File: src/rtl/fp16_normalize_pack_pkg.sv
// Shared widths and FSM state encoding for the fp16 normalize/round/pack back end.
package fp16_normalize_pack_pkg;

    localparam int FP_EXP_W  = 5;
    localparam int FP_FRAC_W = 10;
    localparam int FP_GRD_W  = 2;
    localparam int FP_MAG_W  = FP_FRAC_W + FP_GRD_W + 2;

    typedef enum logic [1:0] {
        ST_IDLE  = 2'd0,
        ST_NORM  = 2'd1,
        ST_ROUND = 2'd2,
        ST_DONE  = 2'd3
    } state_t;

endpackage

File: src/rtl/fp16_normalize_pack_round_rne.sv
// Round-to-nearest-even of a normalized (or subnormal) magnitude.
// Takes {hidden, frac, guard, sticky} with its exponent and returns the rounded
// fraction, the adjusted exponent and the hidden bit after rounding.
module fp16_normalize_pack_round_rne
    import fp16_normalize_pack_pkg::*;
#(
    parameter int EXP_W  = FP_EXP_W,
    parameter int FRAC_W = FP_FRAC_W,
    parameter int GRD_W  = FP_GRD_W,
    localparam int MAG_W = FRAC_W + GRD_W + 2
) (
    input  logic [MAG_W-2:0]        mag_nc,
    input  logic signed [EXP_W+1:0] exp_in,
    output logic [FRAC_W-1:0]       frac,
    output logic signed [EXP_W+1:0] exp_out,
    output logic                    hidden
);

    logic                inc_s;
    logic [FRAC_W+1:0]   sum_s;

    // Round up on guard when sticky is set or the kept lsb is odd; a carry past the hidden bit renormalizes.
    always_comb begin
        inc_s = mag_nc[1] & (mag_nc[0] | mag_nc[2]);
        sum_s = {1'b0, mag_nc[MAG_W-2:2]} + {{(FRAC_W+1){1'b0}}, inc_s};
        if (sum_s[FRAC_W+1]) begin
            frac    = {FRAC_W{1'b0}};
            exp_out = exp_in + {{(EXP_W+1){1'b0}}, 1'b1};
            hidden  = 1'b1;
        end else begin
            frac    = sum_s[FRAC_W-1:0];
            exp_out = exp_in;
            hidden  = sum_s[FRAC_W];
        end
    end

endmodule

File: src/rtl/fp16_normalize_pack.sv
// fp16 adder back end: normalizes the adder magnitude one bit per cycle, rounds
// to nearest-even and packs a binary16 word, with valid/ready on both sides.
// Optional build macro FP16_PACK_FTZ_EN: subnormal results are flushed to signed zero.
module fp16_normalize_pack
    import fp16_normalize_pack_pkg::*;
#(
    parameter int EXP_W  = FP_EXP_W,
    parameter int FRAC_W = FP_FRAC_W,
    parameter int GRD_W  = FP_GRD_W,
    localparam int MAG_W = FRAC_W + GRD_W + 2,
    localparam int RES_W = 1 + EXP_W + FRAC_W
) (
    input  logic             i_clk,
    input  logic             i_rst_n,
    input  logic             i_valid,
    output logic             o_ready,
    input  logic             i_sign,
    input  logic [EXP_W-1:0] i_exp,
    input  logic [MAG_W-1:0] i_magnitude,
    output logic             o_valid,
    input  logic             i_ready,
    output logic [RES_W-1:0] o_result,
    output logic             o_overflow,
    output logic             o_underflow
);

    // Exponent is carried two bits wider than the field so it can exceed the
    // all-ones code after a carry shift plus a rounding carry without wrapping.
    localparam logic signed [EXP_W+1:0] EXP_ONE = {{(EXP_W+1){1'b0}}, 1'b1};
    localparam logic signed [EXP_W+1:0] EXP_SAT = {2'b00, {EXP_W{1'b1}}};

    state_t                  state_r;
    logic                    sign_r;
    logic signed [EXP_W+1:0] exp_r;
    logic [MAG_W-1:0]        mag_r;

    logic                    mag_zero_s;
    logic [FRAC_W-1:0]       rnd_frac_s;
    logic signed [EXP_W+1:0] rnd_exp_s;
    logic                    rnd_hidden_s;
    logic [RES_W-1:0]        pack_res_s;
    logic                    pack_ovf_s;
    logic                    pack_unf_s;

    assign mag_zero_s = (mag_r == {MAG_W{1'b0}});

    fp16_normalize_pack_round_rne #(
        .EXP_W  (EXP_W),
        .FRAC_W (FRAC_W),
        .GRD_W  (GRD_W)
    ) u_round (
        .mag_nc  (mag_r[MAG_W-2:0]),
        .exp_in  (exp_r),
        .frac    (rnd_frac_s),
        .exp_out (rnd_exp_s),
        .hidden  (rnd_hidden_s)
    );

    // Classify the rounded value (zero, overflow, subnormal, normal) and build the packed word.
    always_comb begin
        pack_res_s = {RES_W{1'b0}};
        pack_ovf_s = 1'b0;
        pack_unf_s = 1'b0;
        if (mag_zero_s) begin
            // Exact zero is always reported as +0.
            pack_res_s = {RES_W{1'b0}};
        end else if (rnd_exp_s >= EXP_SAT) begin
            pack_res_s = {sign_r, {EXP_W{1'b1}}, {FRAC_W{1'b0}}};
            pack_ovf_s = 1'b1;
        end else if (!rnd_hidden_s) begin
`ifdef FP16_PACK_FTZ_EN
            pack_res_s = {sign_r, {(EXP_W+FRAC_W){1'b0}}};
`else
            pack_res_s = {sign_r, {EXP_W{1'b0}}, rnd_frac_s};
`endif
            pack_unf_s = 1'b1;
        end else begin
            pack_res_s = {sign_r, rnd_exp_s[EXP_W-1:0], rnd_frac_s};
        end
    end

    // Control FSM with the normalizing shifter and registered handshake/result outputs.
    always_ff @(posedge i_clk) begin
        if (!i_rst_n) begin
            state_r     <= ST_IDLE;
            sign_r      <= 1'b0;
            exp_r       <= {(EXP_W+2){1'b0}};
            mag_r       <= {MAG_W{1'b0}};
            o_ready     <= 1'b1;
            o_valid     <= 1'b0;
            o_result    <= {RES_W{1'b0}};
            o_overflow  <= 1'b0;
            o_underflow <= 1'b0;
        end else begin
            case (state_r)
                ST_IDLE: begin
                    if (i_valid && o_ready) begin
                        sign_r  <= i_sign;
                        exp_r   <= {2'b00, i_exp};
                        mag_r   <= i_magnitude;
                        o_ready <= 1'b0;
                        state_r <= ST_NORM;
                    end
                end
                ST_NORM: begin
                    if (mag_r[MAG_W-1]) begin
                        // Carry set: shift right once, folding the dropped bit into sticky.
                        mag_r <= {1'b0, mag_r[MAG_W-1:2], mag_r[1] | mag_r[0]};
                        exp_r <= exp_r + EXP_ONE;
                    end else if (mag_r[MAG_W-2] || mag_zero_s || (exp_r == EXP_ONE)) begin
                        // Normalized, zero, or at the minimum exponent (subnormal): stop shifting.
                        state_r <= ST_ROUND;
                    end else begin
                        mag_r <= {mag_r[MAG_W-2:0], 1'b0};
                        exp_r <= exp_r - EXP_ONE;
                    end
                end
                ST_ROUND: begin
                    o_result    <= pack_res_s;
                    o_overflow  <= pack_ovf_s;
                    o_underflow <= pack_unf_s;
                    o_valid     <= 1'b1;
                    state_r     <= ST_DONE;
                end
                ST_DONE: begin
                    if (i_ready) begin
                        o_valid <= 1'b0;
                        o_ready <= 1'b1;
                        state_r <= ST_IDLE;
                    end
                end
                default: begin
                    o_valid <= 1'b0;
                    o_ready <= 1'b1;
                    state_r <= ST_IDLE;
                end
            endcase
        end
    end

endmodule

File: config.mk
export PLATFORM = sky130hd
export DESIGN_NAME = fp16_normalize_pack
export DESIGN_NICKNAME = d
export VERILOG_FILES = /design/src/rtl/fp16_normalize_pack_pkg.sv /design/src/rtl/fp16_normalize_pack_round_rne.sv /design/src/rtl/fp16_normalize_pack.sv
export SDC_FILE = /design/constraint.sdc
export NUM_CORES = 1
export LEC_CHECK = 0
export BUFFER_PORTS_ARGS = -buffer_cell sky130_fd_sc_hd__buf_2
export CAP_MARGIN = 20
export CORE_ASPECT_RATIO = 0.8
export CORE_MARGIN = 5
export CORE_UTILIZATION = 30
export CTS_CLUSTER_DIAMETER = 150
export DETAILED_ROUTE_END_ITERATION = 16
export GPL_ROUTABILITY_DRIVEN = 1
export PLACE_DENSITY = 0.51
export SLEW_MARGIN = 20
export SYNTH_ARGS = -nofsm -noshare
export SYNTH_HDL_FRONTEND = slang
export SYNTH_SLANG_ARGS = --single-unit
export TNS_END_PERCENT = 50
File: constraint.sdc
create_clock -name i_clk -period 3.3 [get_ports i_clk]
set_clock_uncertainty 0.05 [all_clocks]
set_input_delay 0.33 -clock i_clk [delete_from_list [all_inputs] [get_ports i_clk]]
set_output_delay 0.33 -clock i_clk [all_outputs]
set_load 0.01 [all_outputs]
# Word-level counts from Yosys, hierarchy flattened
# Index checks and enable logic that the tools add are counted.
[classes] reduce_logical=14 n_lt_le_gt_ge=1 n_mux=29 eq_ne=9 bitwise_logic=3 addsub=4
[op_table] cell="2-to-1 mux 14 bit" count=3
[op_table] cell="2-to-1 mux 15 bit" count=2
[op_table] cell="2-to-1 mux 7 bit" count=4
[op_table] cell="one-hot mux 14 bit (2 select lines)" count=1
[op_table] cell="2-to-1 mux 16 bit" count=1
[op_table] cell="logical NOT 14 bit" count=1
[op_table] cell="one-hot mux 7 bit (2 select lines)" count=1
[op_table] cell="adder 11 x 1 -> 12 bit" count=1
[op_table] cell="2-to-1 mux 10 bit" count=1
[op_table] cell="2-to-1 mux 1 bit" count=9
[op_table] cell="2-to-1 mux 2 bit" count=4
[op_table] cell="inequality test 2 bit, second input constant" count=4
[op_table] cell="one-hot mux 2 bit (4 select lines)" count=1
[op_table] cell="adder 7 x 1 -> 7 bit, second input constant" count=1
[op_table] cell="adder 7 x 2 -> 7 bit, second input constant" count=1
[op_table] cell="== test 7 x 2 -> 1 bit, second input constant" count=1
[op_table] cell="greater-or-equal comparator 7 x 6 -> 1 bit, second input constant" count=1
[op_table] cell="subtractor 7 x 2 -> 7 bit, second input constant" count=1
[op_table] cell="AND reduction 2 bit" count=3
[op_table] cell="AND reduction 3 bit" count=2
[op_table] cell="nonzero test 2 bit" count=3
[op_table] cell="== test 2 bit, second input constant" count=2
[op_table] cell="one-hot mux 1 bit (2 select lines)" count=2
[op_table] cell="AND reduction 4 bit" count=1
[op_table] cell="7 further kinds" count=9
[word_totals] inputBits=24 output_inout_bits=20 reg_bits=44

# Longest topological paths before layout
# Gate-level depths: netlist of run 1.
[depth] word_depth=7 ltp_mapped=8

# Modules after synthesis
# A second synthesis of run 1 with hierarchy kept.
[hier_totals] hier_cells=314 area_unflattened_um2=2705.1
[by_module_without_submodules] module="fp16_normalize_pack" area_each_um2=2259.7 cells_each=258 n_inst=1
[by_module_without_submodules] module="fp16_normalize_pack_round_rne" area_each_um2=445.4 cells_each=56 n_inst=1

# Worst setup path before layout of run 1
# No wires, ideal clock.
[synth_timing] kind="reg2reg" from="reg mag_r[5]" to="reg o_overflow" t_arrival_ns=2.202 path_buffers=2 path_slack_ns=0.989 synth_period_minus_slack_ns=2.311 setup_ns=0.058 t_required_ns=3.192 stages_incl_launch_ff=9 path_cell_list="dfxtp_1 > buf_2 > nand3_2 > or4_1 > buf_2 > nor4_4 > nor2_2 > a2111oi_4 > a21o_1"
[synth_via] elab_chain_len=5
[synth_rtl] element="from (decl)" line_no="fp16_normalize_pack.sv:35" rtl="logic [MAG_W-1:0] mag_r;"
[synth_rtl] element="from (signal assigned)" line_no="fp16_normalize_pack.sv:88" rtl="mag_r <= {MAG_W{1'b0}};"
[synth_rtl] element="from (signal assigned)" line_no="fp16_normalize_pack.sv:100" rtl="mag_r <= i_magnitude;"
[synth_rtl] element="from (signal assigned)" line_no="fp16_normalize_pack.sv:108" rtl="mag_r <= {1'b0, mag_r[MAG_W-1:2], mag_r[1] | mag_r[0]};"
[synth_rtl] element="adder 11 x 1 -> 12 bit" line_no="fp16_normalize_pack_round_rne.sv:25" rtl="sum_s = {1'b0, mag_nc[MAG_W-2:2]} + {{(FRAC_W+1){1'b0}}, inc_s};"
[synth_rtl] element="2-to-1 mux 7 bit" line_no="fp16_normalize_pack_round_rne.sv:26" rtl="if (sum_s[FRAC_W+1]) begin"
[synth_rtl] element="greater-or-equal comparator 7 x 6 -> 1 bit" line_no="fp16_normalize_pack.sv:67" rtl="end else if (rnd_exp_s >= EXP_SAT) begin"
[synth_rtl] element="2-to-1 mux 1 bit" line_no="fp16_normalize_pack.sv:67"
[synth_rtl] element="2-to-1 mux 1 bit *" line_no="fp16_normalize_pack.sv:64" rtl="if (mag_zero_s) begin"
[synth_rtl] element="to (signal assigned)" line_no="fp16_normalize_pack.sv:120" rtl="o_overflow <= pack_ovf_s;"
[synth_rtl] element="to (decl)" line_no="fp16_normalize_pack.sv:23" rtl="output logic o_overflow,"
# Every way passes the cells marked *; elsewhere a longest branch is shown, timed or not.
# A chain may end at the register's enable or synchronous reset.

# Final worst setup path of run 1
[layout_timing] from="reg mag_r[7]" to="reg o_result[8]"
[layout_via] elab_chain_len=5
[layout_rtl] element="adder 11 x 1 -> 12 bit" line_no="fp16_normalize_pack_round_rne.sv:25"
[layout_rtl] element="2-to-1 mux 7 bit / 2-to-1 mux 10 bit (equally long branches)" line_no="fp16_normalize_pack_round_rne.sv:26"
[layout_rtl] element="greater-or-equal comparator 7 x 6 -> 1 bit / 2-to-1 mux 15 bit (equally long branches)" line_no="fp16_normalize_pack.sv:67, fp16_normalize_pack.sv:70"
[layout_rtl] element="2-to-1 mux 15 bit" line_no="fp16_normalize_pack.sv:67"
[layout_rtl] element="2-to-1 mux 16 bit *" line_no="fp16_normalize_pack.sv:64"
[layout_rtl] element="to (signal assigned)" line_no="fp16_normalize_pack.sv:91" rtl="o_result <= {RES_W{1'b0}};"
[layout_rtl] element="to (signal assigned)" line_no="fp16_normalize_pack.sv:119" rtl="o_result <= pack_res_s;"
[layout_rtl] element="to (decl)" line_no="fp16_normalize_pack.sv:22" rtl="output logic [RES_W-1:0] o_result,"
# Marked as above.

==> flow_summary_export.csv, run 1 <==
group,metric,value,unit
run_status,status,"complete, no violations",
yosys,synth_edf_count,0,
yosys,synth_xor_area_share,5.700,%
clock_tree,cts_resized,0,
clock_tree,clkTransAtPathRegs,60,ps
clock_tree,clock_latency,290,ps
sta,setup_violations,0,
floorplanning,std_cell_rows,31,
clock_tree,htreeDepth,2,
finish,fillers,981,
critical_path,required,3450,ps
floorplanning,die_x,116.9,um
sta,timing.setup.tns,0,ps
yosys,synthMuxAreaShare,2.280,%
critical_path,worstRegToRegCells,6,
yosys,synth_ff_type,"dfxtp_1",
pwr,ir_drop,0.0004070,V
floorplanning,die_h,95.54,um
worst_hold_path,hold_class,"in2reg",
drt,drtAntennaViolNets,0,
sta,rsz0062_at_grt,"no",
critical_path,worstSetupPathType,"reg2reg",
sta,tightest_slew,769.1,ps
drt,dr.pass1.iters,4,
clock_tree,cts.sinks,44,
floorplanning,design.core.area,8999,um^2
yosys,synth_fp_nets,391,
global_route,grt_start_max_net_pins,32,
sta,final-hold-violation-count,0,
sta,slew_headroom,48.73,%
placed_design,io_buffers,43,
drt,drt_wl_total,7963,um
yosys,yosysSeqAreaShare,32.10,%
clock_tree,root_buffer,"clkbuf_16",
clock_tree,cts_buffer_depth,2,
drt,wl_per_cell,15.80,um
finish,multi_input_comb_area,1707,um^2
floorplanning,die-area,11170,um^2
global_route,track_usage,14.79,%
drt,drcViolationCount,0,
yosys,synthSimpleGateAreaFrac,26.63,%
sta,post-route-period-util,83.19,%
finish,antennaDiodeCount,0,
global_route,grt_util_met1,23.08,%
yosys,yosysWarnings,0,
worst_hold_path,holdPathStages,3,
yosys,ys_ff_latch,44,
yosys,synth_fa_ha_area_share,4.104,%
worst_hold_path,min_to,"sign_r$_SDFFE_PN0P_",
global_route,grt_pass1_wl,12990,um
yosys,synth_compound_area_share,23.35,%
yosys,synthesis.area,2744,um^2
pwr,finalPower,2821,uW
global_route,antenna_found_initial,0,
finish,final_nets,422,
critical_path,critPathLaunchType,"register",
global_route,grt-ovfl-total,0,
global_route,met2_usage,20.55,%
yosys,ys_types,49,
sta,finalMaxSlewViolations,0,
critical_path,rr_startpoint,"mag_r[7]$_SDFFE_PN0P_",
critical_path,r2r_slack,550,ps
critical_path,cp_cell_sequence,"nand4_1 -> nor4_2 -> a21oi_1 -> o22ai_1 -> a22oi_2 -> o31ai_1",
floorplanning,start_util,30.49,%
sta,fin_crit,2745,ps
yosys,async_flop_share,0,%
pwr,total_leakage_power,0.001318,uW
placed_design,place_congestion,0.8101,
finish,syn2layout_area_growth,18.10,%
global_route,grt.busiest_layer,"met1",
drt,viasPerCell,5.246,
clock_tree,post-cts-setup-buffer-count,0,
flow_run,drv_cap,0,
critical_path,endpoint_kind,"register",
critical_path,rr_endpoint,"o_result[8]$_SDFFE_PN0P_",
floorplanning,io_pins,44,
drt,dr_total_vias,2644,
critical_path,slowest_stage,"nor4_2",
yosys,synth_top_family_by_area,"simple AND/OR/NAND/NOR gates",
finish,drive_gt1_share,17.74,%
worst_hold_path,hp-start,"i_sign",
finish,regArea,880.8,um^2
clock_tree,holdBufCountCts,0,
critical_path,critical_path.max_fanout,9,
sta,max_freq,0.3642,GHz
yosys,postSynthCellCount,358,
global_route,grt_pass1_vias,2478,
drt,drt_iter0_drc,142,
placed_design,dp_hpwl,5899,um
clock_tree,cts_tree,"done",
yosys,syn_area_per_cell,7.664,um^2
pwr,powerDensity,870.5,nW/um^2
critical_path,max_stage_delay,640,ps
critical_path,crit_arrival,2890,ps
clock_tree,cts-buffers-inserted,5,
global_route,use_met3,3.046,%
==> metrics by stage <==
stage	area, um^2	utilization [%]	cells	hold WS, ps	setup WS [ps]
3_5_place_dp	3055	33.95	497	388.4	599.6
2_1_floorplan	2744	-	358	404.7	989.3
4_1_cts	3241	36.01	504	220.8	577.7
5_1_grt	3241	36.01	504	222.0	356.5
6_report	3241	36.01	504	223.0	554.6
3_3_place_gp	3055	33.95	497	382.8	726.3
==> sequential cells by signal, summed over array words and instances (netlist names) <==
register     count
o_ready          1
o_underflow      1
o_result        16
o_valid          1
o_overflow       1
sign_r           1
exp_r            7
state_r          2
mag_r           14
==> where the power goes <==
group | total, uW | internal (uW) | switching, uW
clock | 633 | 429 | 204
sequential | 900 | 671 | 229
combinational | 1290 | 489 | 800
==> logic make-up after synthesis <==
family / after synthesis
simple gates: 145
fa+ha+maj: 9
flops: 44
compound gates: 96
buf+inv: 41
xor+xnor: 17
mux: 6
==> how the worst max path moves through the flow <==
stage | startpoint | slack [ps] | to
finish | mag_r[7]$_SDFFE_PN0P_ | 550 | o_result[8]$_SDFFE_PN0P_
global route | mag_r[7]$_SDFFE_PN0P_ | 360 | o_result[2]$_SDFFE_PN0P_
CTS | mag_r[4]$_SDFFE_PN0P_ | 580 | o_result[8]$_SDFFE_PN0P_
detailed placement | mag_r[7]$_SDFFE_PN0P_ | 600 | o_result[8]$_SDFFE_PN0P_
global placement | mag_r[4]$_SDFFE_PN0P_ | 730 | o_result[12]$_SDFFE_PN0P_
floorplan | mag_r[5]$_SDFFE_PN0P_ | 990 | o_overflow$_SDFFE_PN0P_
==> worst max-delay path, delay by kind of cell, from the launching register on <==
kind | cells | cell delay, ps
compound gates | 4 | 1260
flops | 1 | 510
simple gates | 2 | 850
==> placed cells by master, fill, tap and decap left out, drive strengths merged, types with 2 or more instances in the layout <==
cell,Yosys,layout
buf,5,50
dfxtp,44,44
nand2,43,43
a21oi,40,40
nor2,34,34
nand3,20,20
inv,15,15
and3,13,13
a311oi,11,11
ha,9,9
xor2,9,9
o21ai,8,8
a21o,8,8
xnor2,8,8
o22ai,7,7
o31ai,7,7
nor2b,7,7
nor3,6,6
nor4,6,6
clkbuf,21,5
mux2i,4,4
nand4,3,3
or3,3,3
and2,2,2
nand3b,2,2
and4,2,2
mux2,2,2
o221ai,2,2
a211oi,2,2
bufinv,0,2
a22oi,2,2
==> metal layers <==
metal / vias up / routed length (um)
met3: 8 / 543
met2: 83 / 3063
li1: 1339 / -
met5: - / 0
met4: 0 / 67
met1: 1214 / 4288
==> cell usage after synthesis (3+ instances only) <==
cell type	n	area share, %
nand3_1	18	3.3
o21ai_0	8	1.5
nor4_1	4	0.91
ha_1	9	4.1
a21oi_1	40	7.3
or3_1	3	0.68
mux2i_1	4	1.5
nand4_1	3	0.68
dfxtp_1	44	32
o31ai_1	7	1.9
buf_2	5	0.91
clkbuf_1	21	2.9
and3_1	13	3.0
a311oi_1	11	3.5
a21o_1	8	2.2
nand2_1	43	5.9
inv_1	15	2.1
nor2b_1	7	1.6
nor2_1	32	4.4
xor2_1	8	2.6
nor3_1	6	1.1
o22ai_1	7	1.6
xnor2_1	8	2.6
==> cell type report <==
| type | instances | share of cell area (%) |
|---|---|---|
| Multi-Input combinational cell | 273 | 52.66 |
| Tap cell | 115 | 4.440 |
| Inverter | 15 | 1.737 |
| Sequential cell | 44 | 27.18 |
| Timing Repair Buffer | 50 | 8.263 |
| Clock inverter | 2 | 1.853 |
| Clock buffer | 5 | 3.861 |
Power figures use the tool's default switching activity.
==> inputs of run 2 (changes only) <==
ABC_AREA = 1   (was not set)
PLACE_DENSITY = 0.5   (was 0.51)
clock period = 2.55 ns   (was 3.3 ns; I/O delays follow)
==> run 2 against run 1 <==
Effect of this change: non-clock buffer count decreased by 2; flip-flop and latch count unchanged; wire length decreased by 1.0%; die area increased by 5.6%; sequential share of layout area decreased by 1.1 points; total power increased by 22%; sequential power increased by 22%; clock power increased by 0.9%; critical path type unchanged; largest cell class unchanged.
==> flow_summary_export.csv, run 2 <==
group,metric,value,unit
yosys,postSynthCellCount,436,
finish,largest_reg_flops,16,
critical_path,rr_endpoint,"o_result[12]$_SDFFE_PN0P_",
yosys,synthesis.area,2915,um^2
sta,slew_headroom,65.84,%
finish,final_cell_mix,"127 x nand2_1, 44 x dfxtp_1, 43 x buf_2, 42 x inv_1, 30 x nor2_1",
yosys,async_flop_share,0,%
pwr,finalPower,3434,uW
sta,whs,202.1,ps
critical_path,endpoint_kind,"register",
critical_path,critPathLaunchType,"register",
drt,drtAntennaViolNets,0,
floorplanning,std_cell_rows,32,
yosys,synth_most_common_cell,"nand2_1",
finish,drive_gt1_share,22.22,%
yosys,ys_ff_latch,44,
floorplanning,design.core.area,9569,um^2
sta,setup_slack,492.6,ps
global_route,track_usage,13.83,%
placed_design,place_congestion,0.8124,
clock_tree,cts_resized,0,
clock_tree,clkTransAtPathRegs,60,ps
critical_path,worstRegToRegCells,13,
yosys,synth_ff_type,"dfxtp_1",
drt,wl_per_cell,13.22,um
clock_tree,cts_buffer_depth,2,
clock_tree,root_buffer,"clkbuf_16",
drt,met3_length,339,um
finish,syn2layout_area_growth,15.71,%
drt,drt_wl_total,7882,um
sta,max_freq,0.4860,GHz
yosys,syn_area_per_cell,6.686,um^2
clock_tree,clock_latency,290,ps
sta,post-route-period-util,80.68,%
clock_tree,post-cts-setup-buffer-count,0,
yosys,ys_types,40,
placed_design,io_buffers,43,
global_route,antenna_found_initial,0,
clock_tree,cts-buffers-inserted,5,
placed_design,dp_slack,514.6,ps
clock_tree,cts.sinks,44,
floorplanning,start_util,30.47,%
run_status,status,"complete, no violations",
finish,final_nets,510,
worst_hold_path,holdPathStages,3,
sta,final-hold-violation-count,0,
finish,largestRegisters,"o_result x16, mag_r x14, exp_r x7",
sta,setup_violations,0,
sta,tightest_slew,511.2,ps
pwr,ir_drop,0.0003420,V
yosys,synthTopCellsByArea,"dfxtp_1 30%, nand2_1 16%, inv_1 5.4%",
worst_hold_path,hold_class,"in2reg",
drt,wirelength_met1,4006,um
finish,fillers,1066,
critical_path,cp_common_cell,"nand2_1",
finish,multi_input_comb_area,1757,um^2
drt,dr_wl_met2,3467,um
drt,viasPerCell,4.727,
finish,final_common_cell,"nand2_1",
global_route,grt_start_max_net_pins,23,
clock_tree,cts_tree,"done",
drt,routed.top_layer,"met4",
critical_path,slowest_stage,"dfxtp_1",
yosys,synthDominantCellAreaShare,30.21,%
sta,timing.setup.tns,0,ps
floorplanning,die_h,98.17,um
sta,finalMaxSlewViolations,0,
critical_path,r2r_slack,490,ps
finish,top_register,"o_result",
sta,fin_crit,2057,ps
pwr,total_leakage_power,0.001596,uW
critical_path,rr_startpoint,"mag_r[1]$_SDFFE_PN0P_",
critical_path,cp_cell_sequence,"nand2_2 -> inv_1 -> ha_1 -> nand2_1 -> nor2_1 -> nand2_1 -> nor2_1 -> nand2_1 -> nand3_2 -> nand3_1 -> nand2_1 -> clkinv_1 -> a21oi_1",
worst_hold_path,min_to,"mag_r[13]$_SDFFE_PN0P_",
critical_path,required,2710,ps
critical_path,critical_path.max_fanout,6,
finish,antennaDiodeCount,0,
clock_tree,htreeDepth,2,
yosys,yosysTopAreaCell,"dfxtp_1",
yosys,yosysWarnings,0,
global_route,grt_pass1_wl,13280,um
global_route,grt-ovfl-total,0,
floorplanning,io_pins,44,
drt,drcViolationCount,0,
yosys,yosysSeqAreaShare,30.21,%
global_route,grt_pass1_vias,2743,
yosys,synth_edf_count,0,
finish,regArea,880.8,um^2
clock_tree,holdBufCountCts,0,
yosys,synth_fp_nets,469,
critical_path,max_stage_delay,410,ps
critical_path,worstSetupPathType,"reg2reg",
floorplanning,die-area,11800,um^2
worst_hold_path,hp-start,"i_magnitude[13]",
drt,dr_total_vias,2817,
placed_design,dp_hpwl,6008,um
drt,drt_iter0_drc,193,
floorplanning,die_x,120.2,um
yosys,synth_common_cells,"127 x nand2_1, 44 x dfxtp_1, 42 x inv_1, 30 x nor2_1, 25 x o21ai_0",
pwr,powerDensity,1018,nW/um^2
drt,dr.pass1.iters,5,
critical_path,crit_arrival,2220,ps
flow_run,drv_cap,0,
sta,rsz0062_at_grt,"no",
run 2: changes by cell type after synthesis, moves of 11 or more:
| cell | previous run | this run |
|---|---|---|
| a21oi_1 | 40 | 24 |
| a311oi_1 | 11 | 0 |
| inv_1 | 15 | 42 |
| nand2_2 | 0 | 23 |
| and3_1 | 13 | 0 |
| o21ai_0 | 8 | 25 |
| nand2_1 | 43 | 127 |
| clkbuf_1 | 21 | 7 |
run 2: area by class of cell:
| class | instances | share of cell area [%] |
|---|---|---|
| inverters | 53 | 5.935 |
| multi-input cells | 325 | 52.08 |
| flip-flops and latches | 44 | 26.11 |
| well taps | 119 | 4.414 |
| repair buffers | 48 | 7.493 |
| clock inverters | 1 | 0.1484 |
| clock buffers | 6 | 3.820 |
run 2: critical path: cells and delay by family, from the launching register on:
family	cells	cell delay, ps
AND/OR/NAND/NOR	9	1070
AO/OA/AOI/OAI	1	140
buffers and inverters	2	160
flip-flops	1	410
adder cells (fa/ha/maj)	1	160
run 2: per-stage QoR:
| stage | std cells | util (%) | cell area (um^2) |
|---|---|---|---|
| 3_5_place_dp | 589 | 33.85 | 3239 |
| 2_1_floorplan | 436 | - | 2915 |
| 5_1_grt | 596 | 35.25 | 3373 |
| 6_report | 596 | 35.25 | 3373 |
| 3_3_place_gp | 589 | 33.85 | 3239 |
| 4_1_cts | 596 | 35.25 | 3373 |
run 2: kinds of logic after synthesis:
logic type | synth area share [%]
AOI/OAI and AO/OA | 15.24
xor gates and xnor gates | 3.305
adders and majority gates | 3.863
buffers and inverters | 9.528
DFF | 30.21
and+or+nand+nor | 37.85
run 2: metal layers:
metal  up-vias  global-route usage, %
met2        56                  22.67
li1       1472                      -
met5         -                      0
met3         8                  2.664
met1      1281                  18.90
met4         0                  3.136
run 2: how the worst max path moves through the flow:
stage                     startpoint                        end  depth (start not counted)
4_1_cts        mag_r[1]$_SDFFE_PN0P_  o_result[12]$_SDFFE_PN0P_                         13
5_1_grt        mag_r[1]$_SDFFE_PN0P_  o_result[12]$_SDFFE_PN0P_                         13
3_5_place_dp   mag_r[1]$_SDFFE_PN0P_  o_result[12]$_SDFFE_PN0P_                         13
2_1_floorplan  exp_r[0]$_SDFFE_PN0P_   o_result[3]$_SDFFE_PN0P_                         11
6_report       mag_r[1]$_SDFFE_PN0P_  o_result[12]$_SDFFE_PN0P_                         13
3_3_place_gp   exp_r[1]$_SDFFE_PN0P_   o_underflow$_SDFFE_PN0P_                         10
run 2: power by group:
part / total, uW / switching [uW] / internal (uW)
Sequential: 1100 / 235 / 867
Combinational: 1690 / 1110 / 584
Clock: 639 / 281 / 357
==> inputs of run 3 (changes only) <==
PLACE_DENSITY = 0.52   (was 0.5)
clock period = 1.69 ns   (was 2.55 ns; I/O delays follow)
==> run 3 against run 2 <==
Effect of this change: the run now ends with setup timing left; core utilization increased by 12 points; flip-flop and latch count stayed put; non-clock buffer count rose by 88; fmax increased by 18%; combinational power grew to 2.7 times the previous value; highest routed layer unchanged; die area did not move; hold slack worse by 92 ps; wire length rose by 15%; final cell count is 15% higher; first-iteration DRC count shrank 26%.
==> flow_summary_export.csv, run 3 (same netlist as run 2, synthesis figures left out) <==
group,metric,value,unit
finish,fillers,984,
run_status,status,"finished with violations",
sta,final-hold-violation-count,0,
pwr,p_sw,3160,uW
pwr,ir_drop,0.0005812,V
clock_tree,cts.sinks,44,
floorplanning,design.core.area,9569,um^2
clock_tree,clock_latency,290,ps
pwr,powerDensity,1622,nW/um^2
pwr,pwr-share-comb,63.4,%
finish,final_nets,598,
global_route,grt_start_max_net_pins,23,
finish,antennaDiodeCount,0,
sta,setup_slack,-59.95,ps
critical_path,required,1830,ps
floorplanning,start_util,30.47,%
drt,dr.pass1.iters,4,
global_route,antenna_found_initial,0,
critical_path,max_stage_delay,340,ps
finish,largest_reg_flops,16,
critical_path,crit_family,"simple AND/OR/NAND/NOR gates",
clock_tree,cts_tree,"done",
critical_path,crit_arrival,1890,ps
floorplanning,die_h,98.17,um
sta,post-route-period-util,103.5,%
drt,drt_wl_total,9079,um
finish,top_register,"o_result",
pwr,p_int,4115,uW
finish,final_common_cell,"nand2_1",
sta,slew_headroom,76.02,%
finish,regArea,913.4,um^2
drt,wl_per_cell,13.25,um
placed_design,dpl_cell_area,3861,um^2
finish,multi_input_comb_area,2095,um^2
floorplanning,io_pins,44,
finish,final_cell_mix,"109 x nand2_1, 85 x buf_4, 43 x buf_2, 37 x inv_1",
critical_path,cp_common_cell,"nand2_4",
finish,largestRegisters,"o_result x16, mag_r x14, exp_r x7",
finish,final_cell_area,4486,um^2
drt,drcViolationCount,0,
pwr,p_sw_share,43.44,%
finish,final_core_util,46.88,%
global_route,grt-ovfl-total,0,
pwr,total_leakage_power,0.002216,uW
global_route,grt_pass1_wl,14550,um
sta,finalMaxSlewViolations,0,
critical_path,cp_cell_sequence,"buf_4 -> inv_2 -> nand4_1 -> nor2_2 -> nand2_2 -> nand2_4 -> nand3_2 -> nand2_4 -> inv_6 -> clkbuf_16 -> nand2_4 -> nand3_2 -> nand2_1 -> inv_1",
drt,drt_iter0_drc,143,
critical_path,slowest_stage,"dfxtp_2",
critical_path,endpoint_kind,"register",
worst_hold_path,hold_class,"in2reg",
clock_tree,clkTransAtPathRegs,60,ps
critical_path,worstRegToRegCells,14,
critical_path,worstPathBufferInverterCount,5,
drt,viasPerCell,4.669,
placed_design,io_buffers,43,
finish,syn2layout_area_growth,53.86,%
critical_path,critPathLaunchType,"register",
placed_design,place_congestion,0.8432,
clock_tree,cts-buffers-inserted,5,
global_route,grt_pass1_vias,3094,
sta,fin_crit,1750,ps
sta,rsz0062_at_grt,"yes",
drt,drtAntennaViolNets,0,
critical_path,worstSetupPathType,"reg2reg",
critical_path,critPathCapture,"mag_r[9]$_SDFFE_PN0P_",
placed_design,dp_hpwl,6682,um
pwr,clock_power_share,13.8,%
sta,max_freq,0.5714,GHz
clock_tree,root_buffer,"clkbuf_16",
sta,tightest_slew,359.6,ps
floorplanning,die_x,120.2,um
clock_tree,cts_buffer_depth,2,
drt,dr_total_vias,3198,
flow_run,drv_cap,0,
critical_path,cp-startpoint,"mag_r[11]$_SDFFE_PN0P_",
critical_path,rr_startpoint,"mag_r[11]$_SDFFE_PN0P_",
global_route,track_usage,15.08,%
critical_path,r2r_slack,-60,ps
floorplanning,std_cell_rows,32,
run_status,violations,"setup timing",
sta,setup_violations,20,
critical_path,path_depth,14,
finish,drive_gt1_share,47.70,%
clock_tree,htreeDepth,2,
pwr,pwr-share-seq,22.8,%
critical_path,rr_endpoint,"mag_r[9]$_SDFFE_PN0P_",
floorplanning,die-area,11800,um^2
critical_path,critical_path.max_fanout,6,
## run 3: worst min-delay path: stages
cell and delay, ps:
buf_2 100, nand3_1 70, a21oi_1 60
## run 3: what timing repair did
action                                  in CTS  in global routing
setup buffers                                2                  4
hold buffers                                 0                  0
pin swaps                                    8                 20
endpoints found under the setup margin      36                 39
gates cloned                                 1                  1
gates resized for setup                     41                 75
## run 3: stage by stage
stage               TNS (ps)  worst slack (ps)  hold WS (ps)  instances  power [uW]
global route           -4774            -212.2         123.7        685        7815
detailed placement     -4397            -205.9         403.5        669        5273
global placement       -4878            -211.5         396.4        669        5261
CTS                    -1558            -71.10         99.76        680        6604
finish                -725.0            -59.95         110.1        685        7275
floorplan                  0             8.896         260.8        436        3612
## run 3: layer usage
metal  wire (um)  up-vias  global-route usage [%]
li1            -     1648                       -
met1        4362     1487                   20.38
met2        4309       55                   25.09
met3         322        8                   2.837
met4          85        0                   3.310
met5           0        -                       0
## run 3: worst min-delay path by stage
| stage | start | cells after the start | end | slack, ps |
|---|---|---|---|---|
| 2_1_floorplan | i_rst_n | 2 | exp_r[1]$_SDFFE_PN0P_ | 260 |
| 3_3_place_gp | i_magnitude[13] | 3 | mag_r[13]$_SDFFE_PN0P_ | 400 |
| 3_5_place_dp | sign_r$_SDFFE_PN0P_ | 2 | sign_r$_SDFFE_PN0P_ | 400 |
| 4_1_cts | i_magnitude[13] | 3 | mag_r[13]$_SDFFE_PN0P_ | 100 |
| 5_1_grt | i_magnitude[13] | 3 | mag_r[13]$_SDFFE_PN0P_ | 120 |
| 6_report | i_magnitude[13] | 3 | mag_r[13]$_SDFFE_PN0P_ | 110 |
## run 3: final cells by class
class,count,area share [%]
Timing Repair Buffer,136,21.73
Clock inverter,2,0.2232
Sequential cell,44,20.36
Inverter,53,4.575
Tap cell,119,3.319
Clock buffer,6,3.096
Multi-Input combinational cell,325,46.69
## run 3: power groups by stage
| stage | logic [uW] | clock network [uW] | registers, uW |
|---|---|---|---|
| after global routing | 5040 | 1070 | 1700 |
| after global placement | 3660 | 0 | 1600 |
| final | 4610 | 1010 | 1660 |
| after floorplan | 2020 | 0 | 1590 |
| after CTS | 3950 | 1040 | 1610 |
| after detailed placement | 3680 | 0 | 1600 |
